<file path="config.mk">
export PLATFORM = sky130hd
export DESIGN_NAME = sspm_ocp_connector
export DESIGN_NICKNAME = d
export VERILOG_FILES = /design/src/rtl/sspm_ocp_connector.sv
export SDC_FILE = /design/constraint.sdc
export NUM_CORES = 1
export LEC_CHECK = 0
export ABC_AREA = 0
export BUFFER_PORTS_ARGS = -buffer_cell sky130_fd_sc_hd__buf_2
export CAP_MARGIN = 0
export CORE_MARGIN = 4
export CORE_UTILIZATION = 30
export CTS_BUF_LIST = sky130_fd_sc_hd__clkbuf_8
export DETAILED_ROUTE_END_ITERATION = 10
export HOLD_SLACK_MARGIN = 0.15
export SYNTH_ARGS = -nofsm -noshare
export SYNTH_HDL_FRONTEND = slang
export SYNTH_SLANG_ARGS = --single-unit
</file>
<file path="constraint.sdc">
create_clock -name clk -period 3.3 [get_ports clk]
set_input_delay 0.33 -clock clk [delete_from_list [all_inputs] [get_ports clk]]
set_output_delay 0.33 -clock clk [all_outputs]
set_load 0.01 [all_outputs]
</file>
<file path="src/rtl/sspm_ocp_connector.sv">
`default_nettype none
// ============================================================================
// Module   : sspm_ocp_connector
// Brief    : OCP slave bridging one Patmos core to its TDM slot on the shared
//            scratchpad; one access per grant, supervisor-protected top region.
//            Optional grant-wait timeout: define SSPM_TIMEOUT_EN.
// Revision : 1.0 - initial release
// ============================================================================
module sspm_ocp_connector #(
    parameter int ADDR_WIDTH     = 16,
    parameter int DATA_WIDTH     = 32,
    parameter int PROT_WORDS     = 256,
    parameter int TIMEOUT_CYCLES = 1024
) (
    input  logic                    clk,
    input  logic                    reset,
    input  logic                    io_superMode,
    input  logic [2:0]              io_ocp_M_Cmd,
    input  logic [31:0]             io_ocp_M_Addr,
    input  logic [DATA_WIDTH-1:0]   io_ocp_M_Data,
    input  logic [DATA_WIDTH/8-1:0] io_ocp_M_ByteEn,
    output logic [1:0]              io_ocp_S_Resp,
    output logic [DATA_WIDTH-1:0]   io_ocp_S_Data,
    input  logic                    io_connectorSignals_select,
    input  logic [DATA_WIDTH-1:0]   io_connectorSignals_data_in,
    output logic [DATA_WIDTH-1:0]   io_connectorSignals_data_out,
    output logic [ADDR_WIDTH-1:0]   io_connectorSignals_addr,
    output logic                    io_connectorSignals_en,
    output logic [DATA_WIDTH/8-1:0] io_connectorSignals_we
);

    localparam int                  c_be_width  = DATA_WIDTH / 8;
    localparam logic [2:0]          c_cmd_wr    = 3'd1;
    localparam logic [2:0]          c_cmd_rd    = 3'd2;
    localparam logic [1:0]          c_resp_null = 2'd0;
    localparam logic [1:0]          c_resp_dva  = 2'd1;
    localparam logic [1:0]          c_resp_fail = 2'd2;
    localparam logic [1:0]          c_resp_err  = 2'd3;
    // First protected word index; one extra bit so PROT_WORDS = 0 lands past the top.
    localparam logic [ADDR_WIDTH:0] c_prot_base =
        (ADDR_WIDTH+1)'((64'd1 << ADDR_WIDTH) - 64'(PROT_WORDS));

    typedef enum logic [1:0] {
        S_IDLE = 2'd0,
        S_WAIT = 2'd1,
        S_RESP = 2'd2
    } state_t;

    state_t                  r_state;
    state_t                  w_state_next;
    logic                    r_is_rd;
    logic [ADDR_WIDTH-1:0]   r_addr;
    logic [DATA_WIDTH-1:0]   r_data;
    logic [c_be_width-1:0]   r_byte_en;
    logic [1:0]              r_resp;

    logic                    w_is_wr;
    logic                    w_is_rd;
    logic                    w_accept;
    logic [ADDR_WIDTH-1:0]   w_addr;
    logic                    w_protected;
    logic                    w_early_dva;
    logic                    w_early_err;
    logic                    w_timeout;
    logic                    w_unused_addr;

    assign w_is_wr       = (io_ocp_M_Cmd == c_cmd_wr);
    assign w_is_rd       = (io_ocp_M_Cmd == c_cmd_rd);
    assign w_accept      = (r_state == S_IDLE) && (w_is_wr || w_is_rd);
    assign w_addr        = io_ocp_M_Addr[ADDR_WIDTH+1:2];
    assign w_unused_addr = ^{io_ocp_M_Addr[31:ADDR_WIDTH+2], io_ocp_M_Addr[1:0]};
    assign w_protected   = (PROT_WORDS != 0) && ({1'b0, w_addr} >= c_prot_base);
    assign w_early_dva   = w_is_wr && (io_ocp_M_ByteEn == '0);
    assign w_early_err   = w_is_wr && w_protected && !io_superMode;

`ifdef SSPM_TIMEOUT_EN
    localparam int                   c_cnt_width = $clog2(TIMEOUT_CYCLES + 1);
    localparam logic [c_cnt_width-1:0] c_cnt_last = c_cnt_width'(TIMEOUT_CYCLES - 1);

    logic [c_cnt_width-1:0] r_wait_cnt;

    assign w_timeout = (r_state == S_WAIT) && !io_connectorSignals_select &&
                       (r_wait_cnt == c_cnt_last);

    always_ff @(posedge clk) begin
        if (reset) begin
            r_wait_cnt <= '0;
        end else if (w_accept) begin
            r_wait_cnt <= '0;
        end else if ((r_state == S_WAIT) && !io_connectorSignals_select) begin
            r_wait_cnt <= r_wait_cnt + 1'b1;
        end
    end
`else
    localparam int c_unused_timeout = TIMEOUT_CYCLES;
    assign w_timeout = 1'b0;
`endif

    always_ff @(posedge clk) begin
        if (reset) begin
            r_state <= S_IDLE;
        end else begin
            r_state <= w_state_next;
        end
    end

    always_comb begin
        w_state_next = r_state;
        case (r_state)
            S_IDLE: begin
                if (w_accept) begin
                    w_state_next = (w_early_dva || w_early_err) ? S_RESP : S_WAIT;
                end
            end
            S_WAIT: begin
                if (io_connectorSignals_select || w_timeout) begin
                    w_state_next = S_RESP;
                end
            end
            S_RESP:  w_state_next = S_IDLE;
            default: w_state_next = S_IDLE;
        endcase
    end

    // Response code is fixed at accept, except a timeout overrides it to FAIL.
    always_ff @(posedge clk) begin
        if (reset) begin
            r_is_rd   <= 1'b0;
            r_addr    <= '0;
            r_data    <= '0;
            r_byte_en <= '0;
            r_resp    <= c_resp_null;
        end else if (w_accept) begin
            r_is_rd   <= w_is_rd;
            r_addr    <= w_addr;
            r_data    <= io_ocp_M_Data;
            r_byte_en <= io_ocp_M_ByteEn;
            r_resp    <= (w_early_err && !w_early_dva) ? c_resp_err : c_resp_dva;
        end else if (w_timeout) begin
            r_resp    <= c_resp_fail;
        end
    end

    always_comb begin
        io_connectorSignals_en       = 1'b0;
        io_connectorSignals_addr     = '0;
        io_connectorSignals_data_out = '0;
        io_connectorSignals_we       = '0;
        io_ocp_S_Resp                = c_resp_null;
        io_ocp_S_Data                = '0;
        if (r_state == S_WAIT) begin
            io_connectorSignals_en       = io_connectorSignals_select;
            io_connectorSignals_addr     = r_addr;
            io_connectorSignals_data_out = r_data;
            io_connectorSignals_we       = r_is_rd ? '0 : r_byte_en;
        end
        if (r_state == S_RESP) begin
            io_ocp_S_Resp = r_resp;
            if (r_is_rd && (r_resp == c_resp_dva)) begin
                io_ocp_S_Data = io_connectorSignals_data_in;
            end
        end
    end

endmodule
`default_nettype wire

</file>
# Word level (Yosys, flattened, before mapping)
# Cells that the tools add are included.
# op_classes
n_addsub	0
n_mul	0
div_mod_pow	0
magnitude_cmp	1
n_eq_ne	7
shifts	0
n_mux	13
bitwise	0
n_reduce_logical	13
# ops
cell	n
$mux W32	3
$ge A16 B16 Y1 const B	1
$mux W16	1
$mux W2	5
$mux W4	2
$logic_and A1 B1 Y1	6
$eq A2 B1 Y1 const B	2
$logic_not A4 Y1	1
$ne A2 B2 Y1 const B	2
$pmux W2 S2	1
$eq A3 B1 Y1 const B	1
$eq A3 B2 Y1 const B	1
$eq A2 B2 Y1 const B	1
$logic_not A1 Y1	2
$logic_not A2 Y1	1
$logic_or A1 B1 Y1	2
$reduce_and A2 Y1	1
$mux W1	1
# word_totals
register_bits	57
latchBits	0
ramBits	0
romBits	0
input_bits	107
out_inout_bits	87
word_cells	40
mem_count	0

# Depth between registers and ports, before layout
# Gate-level depths: netlist of the first run.
# logic_depth
word_depth	7
mapped_depth	6

# Worst setup path before layout of the first run
# Ideal clock, no wire load.
# synth_path
path_kind	reg-to-output
startpoint	register r_state[1]
endpoint	output io_ocp_S_Data[10]
arrival_time_ns	1.190
setup_slack_ns	1.780
stages_incl_launch_ff	5
n_path_buf	1
cell_sequence	dfxtp_1 and3b_1 and3b_1 clkbuf_2 and2_1
# synth_between
elab_chain_cells	2
# synth_rtl
item	line_no	rtl
from (decl)	49	state_t r_state;
from (signal assigned)	103	r_state <= w_state_next;
$eq A2 B2 Y1	157	if (r_state == S_RESP) begin
$mux W32	157	
to (decl)	23	output logic [DATA_WIDTH-1:0] io_ocp_S_Data,
# Every way passes these cells.

# Worst setup path after layout of the first run
# layout_path
startpoint	register r_state[0]
endpoint	output io_connectorSignals_we[0]
# layout_between
elab_chain_cells	2
# layout_rtl
item	line_no	rtl
$eq A2 B1 Y1	151	if (r_state == S_WAIT) begin
$mux W4	151	
to (decl)	29	output logic [DATA_WIDTH/8-1:0] io_connectorSignals_we
# Every way passes these cells.

==> results of run 1 <==
-- sequential cells by signal, indices dropped and copies added (netlist names) --
name and flops:
r_resp 2, r_data 32, r_addr 16, r_byte_en 4, r_is_rd 1, r_state 2
-- worst min-delay path, delay by kind of cell --
family          cells  cell delay, ns
compound gates      1            0.05
simple gates        1            0.04
buf+inv             1            0.09
-- where the power goes --
group	switching [mW]	internal (mW)
combinational	0.122	0.0868
clock	0.274	0.418
sequential	0.0194	0.729
total	0.415	1.23
-- layout make-up --
| cell class | count | area [sq um] |
|---|---|---|
| fill | 934 | 4970 |
| multi-input combinational | 270 | 1450 |
| sequential | 57 | 1140 |
| timing repair buffer | 178 | 893 |
| tap | 108 | 135 |
| clock buffer | 9 | 124 |
| clock inverter | 7 | 86.3 |
-- logic make-up after synthesis --
group,Yosys count
xor gates and xnor gates,1
AOI/OAI and AO/OA,58
and+or+nand+nor,211
buffers and inverters,26
DFF,57
-- routing by layer --
metal / vias to the layer above / wire [um]
met5: - / 7
met2: 127 / 4060
met3: 6 / 891
met4: 2 / 38
li1: 1445 / -
met1: 1271 / 3130
-- worst paths after layout --
kind | start | endpoint | depth (start not counted)
max | r_state[0] | io_connectorSignals_we[0] | 3
max reg2reg | r_state[1] | r_resp[1] | 4
min reg2reg | r_data[28] | r_data[28] | 2
min | io_ocp_M_Data[30] | r_data[30] | 3
-- stage by stage --
step | cell area [sq um] | utilization, % | std cells
after floorplan | 2750 | - | 353
after global placement | 3620 | 41.1 | 613
after detailed placement | 3620 | 41.1 | 613
after CTS | 3830 | 43.5 | 629
after global routing | 3830 | 43.5 | 629
final | 3830 | 43.5 | 629
-- cell usage in the layout (no fill, tap or decap), drive strengths merged --
master,instances
and3b,7
nor4b,1
nor2b,1
xor2,1
nand2b,1
nand3,1
dfxtp,57
a21oi,54
nor2,4
and2,82
o31ai,1
o21ai,2
nand4b,1
clkinv,3
nand2,108
a22o,1
buf,178
nor4,2
nor3,1
clkinvlp,1
nand4,1
clkbuf,9
inv,1
nor3b,1
bufinv,2
==> run summary, run 1 <==
vias after detailed routing: 2851
relative slew slack: 27.6%
min Tclk post-route: 2.35 ns
Finish-stage setup viols: 0
fin worst setup slack: 0.947 ns
Yosys top cell by area: dfxtp_1
CTS-repair resized insts: 0
# hold bufs at CTS: 0
setup TNS: 0 ns
Synth Register Bits: 57
Vias/cell: 4.53
Worst Path Required: 2.97 ns
pin count of the biggest net entering global routing: 56
PnR Total Power: 1.65 mW
Num Clock Sinks: 57
Buffers on Ports: 177
slowest CP cell: nor2b_4
Min-Delay Path Class: in -> reg
top-count cell post-synth: nand2_1
wire per inst: 12.9 um
antenna violations before repair: 1
DR iter-0 viols: 150
last weighted congestion value of the routability-driven placer: 0.746
GRT Max-Usage Layer: met2
crit path launch type: flop
status: finished clean
Remaining DRCs: 0
Post-Synth XOR/XNOR Area: 0.318%
RSZ-0062 raised after global routing: false
Synth Cell Area: 2750 sq um
Max Cap Viol: 0
Post-synth ARST share: 0%
Clk pin slew, worst setup/hold paths: 0.07 ns
Ys Warns: 0
static leakage: 1.92 nW
DP HPWL: 5790 um
top cells by count, synth: nand2_1, and2_1, dfxtp_1, a21oi_1, a21oi_2
IO Pins: 194
post-synthesis simple-gate area fraction: 39.0%
H-tree Lvls: 3
number of setup buffers added after CTS: 0
number of iterations in the first detailed-routing pass: 4
met1 Track Usage GR: 15.6%
power per cell area: 430 nW/um^2
Mapped Nets: 460
CTS root buf: clkbuf_8
global-route wire length before repair: 13200 um
clock skew: 0.00935 ns
pre-CTS setup slack: 1.23 ns
crit path cell chain: nor2b_4 > and3b_1 > buf_2
largest cells by area after synthesis: dfxtp_1, and2_1, nand2_1, a21oi_1, a21oi_2
# diodes: 0
P&R area growth vs syn: 39.2%
VDD IR max: 0.376 mV
WHS: 0.233 ns
layout cells sized above 1: 41.1%
GR Util met3: 7.21%
crit-path leading delay family: simple AND/OR/NAND/NOR gates
worst-margin pin slew: 1.08 ns
Die ar.: 10800 sq um
count of flip-flops with a built-in enable after synthesis: 0
core area: 8810 sq um
Detailed Route WL: 8120 um
worst setup path category: reg -> out
Die H: 104 um
Worst path max stage delay: 0.84 ns
post-synthesis compound-gate area fraction: 13.1%
initial core utilization: 31.3%
Critical Path AT: 2.02 ns
f_max: 425 MHz
grt total ovfl: 0
post-route ant nets: 0
worst path bufs/invs: 1
Die X: 104 um
Worst-Skew Late Latency: 0.33 ns
Post-synth top flop: dfxtp_1
Longest Clk Path Bufs: 2
Adder-Cell Fraction of Synth Area: 0%
top-area cell type share of the netlist area: 41.4%
multiplexer share of the synthesized area: 0%
flop2flop setup slack: 1.38 ns
post-synthesis cell count: 353
CTS tree: done
row cnt: 34
final hold vios: 0
largest family of logic cells by synthesized area: simple AND/OR/NAND/NOR gates
Final nets: 623
M2 GR Usage: 26.1%
Avg Inst Size Synth: 7.80 sq um
Crit Path Max Fanout: 54
Crit. End Element: output port
Seq/Total Area, Yosys: 41.4%
vias in the first global route: 2759
CTS buffer count: 9
Slew Viols, Final: 0
Final Cycle Share: 71.3%
gr usage total: 14.7%
synth unique cells: 27
(Power assumes the default switching activity.)
==> run 2, diff against run 1 <==
clock period = 2 ns   (was 3.3 ns; I/O delays follow)
==> run 2 against run 1 <==
Worst setup slack got worse by 0.79 ns. Combinational power up 120%. Register-to-register slack worse by 0.92 ns. Largest cell class is now buffers.
==> run summary, run 2 (same netlist as run 1, synthesis figures left out) <==
FF-to-FF Start: r_state[0] (was r_state[1])
DP HPWL: 6180 um (was 5790 um)
vias in the first global route: 3149 (was 2759)
static leakage: 2.18 nW (was 1.92 nW)
Sw Pwr: 722 uW (was 415 uW)
Die X: 104 um (unchanged)
Remaining DRCs: 0 (unchanged)
commonest non-fill, non-tap cell in the layout: buf_2 (unchanged)
worst r2r path cells: 5 (was 4)
worst setup path category: reg -> out (unchanged)
Num Clock Sinks: 57 (unchanged)
core area: 8810 sq um (unchanged)
Crit. End Element: output port (unchanged)
clock share of power: 41.3% (was 42.0%)
setup TNS: 0 ns (unchanged)
Critical Path AT: 1.64 ns (was 2.02 ns)
Vias/cell: 4.53 (about the same)
Top reg by flops: r_data (unchanged)
Crit Path Max Fanout: 32 (was 54)
Final Cycle Share: 92.0%
Worst-Skew Late Latency: 0.33 ns (about the same)
Final nets: 685 (was 623)
Die H: 104 um (unchanged)
DR iter-0 viols: 163 (was 150)
WHS: 0.189 ns (was 0.233 ns)
vias after detailed routing: 3128 (was 2851)
min Tclk post-route: 1.84 ns
flop2flop setup slack: 0.46 ns (was 1.38 ns)
grt total ovfl: 0 (unchanged)
Clk pin slew, worst setup/hold paths: 0.07 ns (about the same)
crit path launch type: flop (unchanged)
final hold vios: 0 (unchanged)
post-route ant nets: 0 (unchanged)
sequential power share: 42.8% (was 45.4%)
number of iterations in the first detailed-routing pass: 4 (unchanged)
Finish-stage setup viols: 0 (unchanged)
CTS root buf: clkbuf_8 (unchanged)
Layout Cells excl Fill: 691 (was 629)
Detailed Route WL: 8990 um (was 8120 um)
Worst Path Required: 1.80 ns (was 2.97 ns)
Slew Viols, Final: 0 (unchanged)
worst-margin pin slew: 0.456 ns (was 1.08 ns)
RSZ-0062 raised after global routing: false (unchanged)
wire per inst: 13.0 um (was 12.9 um)
commonest cells after routing, fill and taps aside: buf_2, nand2_1, and2_1 (unchanged)
relative slew slack: 69.2% (was 27.6%)
layout cells sized above 1: 38.5% (was 41.1%)
crit path from: r_state[1] (was r_state[0])
last weighted congestion value of the routability-driven placer: 0.746 (about the same)
WHS Endpoint: r_is_rd (was r_data[30])
Max Cap Viol: 0 (unchanged)
CTS tree: done (unchanged)
f_max: 543 MHz
Longest Clk Path Bufs: 2 (unchanged)
H-tree Lvls: 3 (unchanged)
Buffers on Ports: 177 (unchanged)
Pint: 2.16 mW (was 1.23 mW)
gr usage total: 16.8% (was 14.7%)
placed cells: 621 (was 613)
power per cell area: 645 nW/um^2 (was 430 nW/um^2)
row cnt: 34 (unchanged)
flip-flop count of the largest register after layout: 32 (unchanged)
Min-Delay Path Class: in -> reg (unchanged)
biggest regs: r_data: 32 flops, r_addr: 16 flops, r_byte_en: 4 flops (unchanged)
hold path cells: 4 (was 3)
Hold Startpoint: io_ocp_M_Cmd[0] (was io_ocp_M_Data[30])
initial core utilization: 31.3% (unchanged)
Sw Share: 25.0% (was 25.2%)
antenna violations before repair: 1 (unchanged)
status: finished clean (unchanged)
combinational share of power: 15.8% (was 12.6%)
CTS buffer count: 9 (unchanged)
P&R area growth vs syn: 62.3% (was 39.2%)
clock skew: 0.00857 ns (was 0.00935 ns)
number of setup buffers added after CTS: 0 (unchanged)
Die ar.: 10800 sq um (unchanged)
reg2reg end: r_addr[4] (was r_resp[1])
VDD IR max: 0.412 mV (was 0.376 mV)
IO Pins: 194 (unchanged)
global-route wire length before repair: 15000 um (was 13200 um)
pin count of the biggest net entering global routing: 36 (was 56)
## run 2: cell type report
cell class	count	area, sq um
Multi-Input combinational cell	270	1450
Sequential cell	57	1140
Clock buffer	10	138
Antenna cell	1	2.50
Clock inverter	5	80.1
Timing Repair Buffer	240	1520
Fill cell	862	4340
Tap cell	108	135
## run 2: what timing repair did
item,CTS,global route
hold buffers,54,0
endpoints found under the hold margin,54,0
setup endpoints to repair,0,32
resized for setup,0,2
## run 2: through the flow
| stage | setup WS (ns) | total power, mW | area (sq um) | utilization, % |
|---|---|---|---|---|
| detailed placement | 0.394 | 1.64 | 3710 | 42.1 |
| floorplan | 0.610 | 1.48 | 2750 | - |
| global route | 0.00501 | 3.05 | 4470 | 50.8 |
| finish | 0.159 | 2.89 | 4470 | 50.8 |
| global placement | 0.448 | 1.63 | 3710 | 42.1 |
| CTS | 0.0209 | 2.94 | 4470 | 50.7 |
## run 2: worst max path at each step
stage                        endpoint
finish               io_ocp_S_Data[6]
global route        io_ocp_S_Data[27]
CTS                  io_ocp_S_Data[9]
detailed placement   io_ocp_S_Data[9]
global placement     io_ocp_S_Data[0]
floorplan           io_ocp_S_Data[10]
## run 2: power groups by stage
stage	registers, mW	clock network (mW)	logic [mW]
final	1.24	1.19	0.457
after global placement	1.26	0	0.372
after detailed placement	1.26	0	0.377
after floorplan	1.25	0	0.232
after global routing	1.24	1.29	0.514
after CTS	1.24	1.24	0.460
## run 2: routing by layer
| layer | global-route usage, % | up-vias | share of wire, % |
|---|---|---|---|
| li1 | - | 1572 | - |
| met1 | 18.5 | 1408 | 39 |
| met2 | 29.0 | 133 | 50 |
| met3 | 7.34 | 15 | 9.6 |
| met4 | 5.32 | 0 | 1.6 |
| met5 | 0 | - | 0 |
## run 2: worst max-delay path, cell delays in order (launching register included)
cell and delay, ns:
dfxtp_2 0.41, and3b_1 0.20, and3b_1 0.18, buf_4 0.24, and2_1 0.16, buf_2 0.13
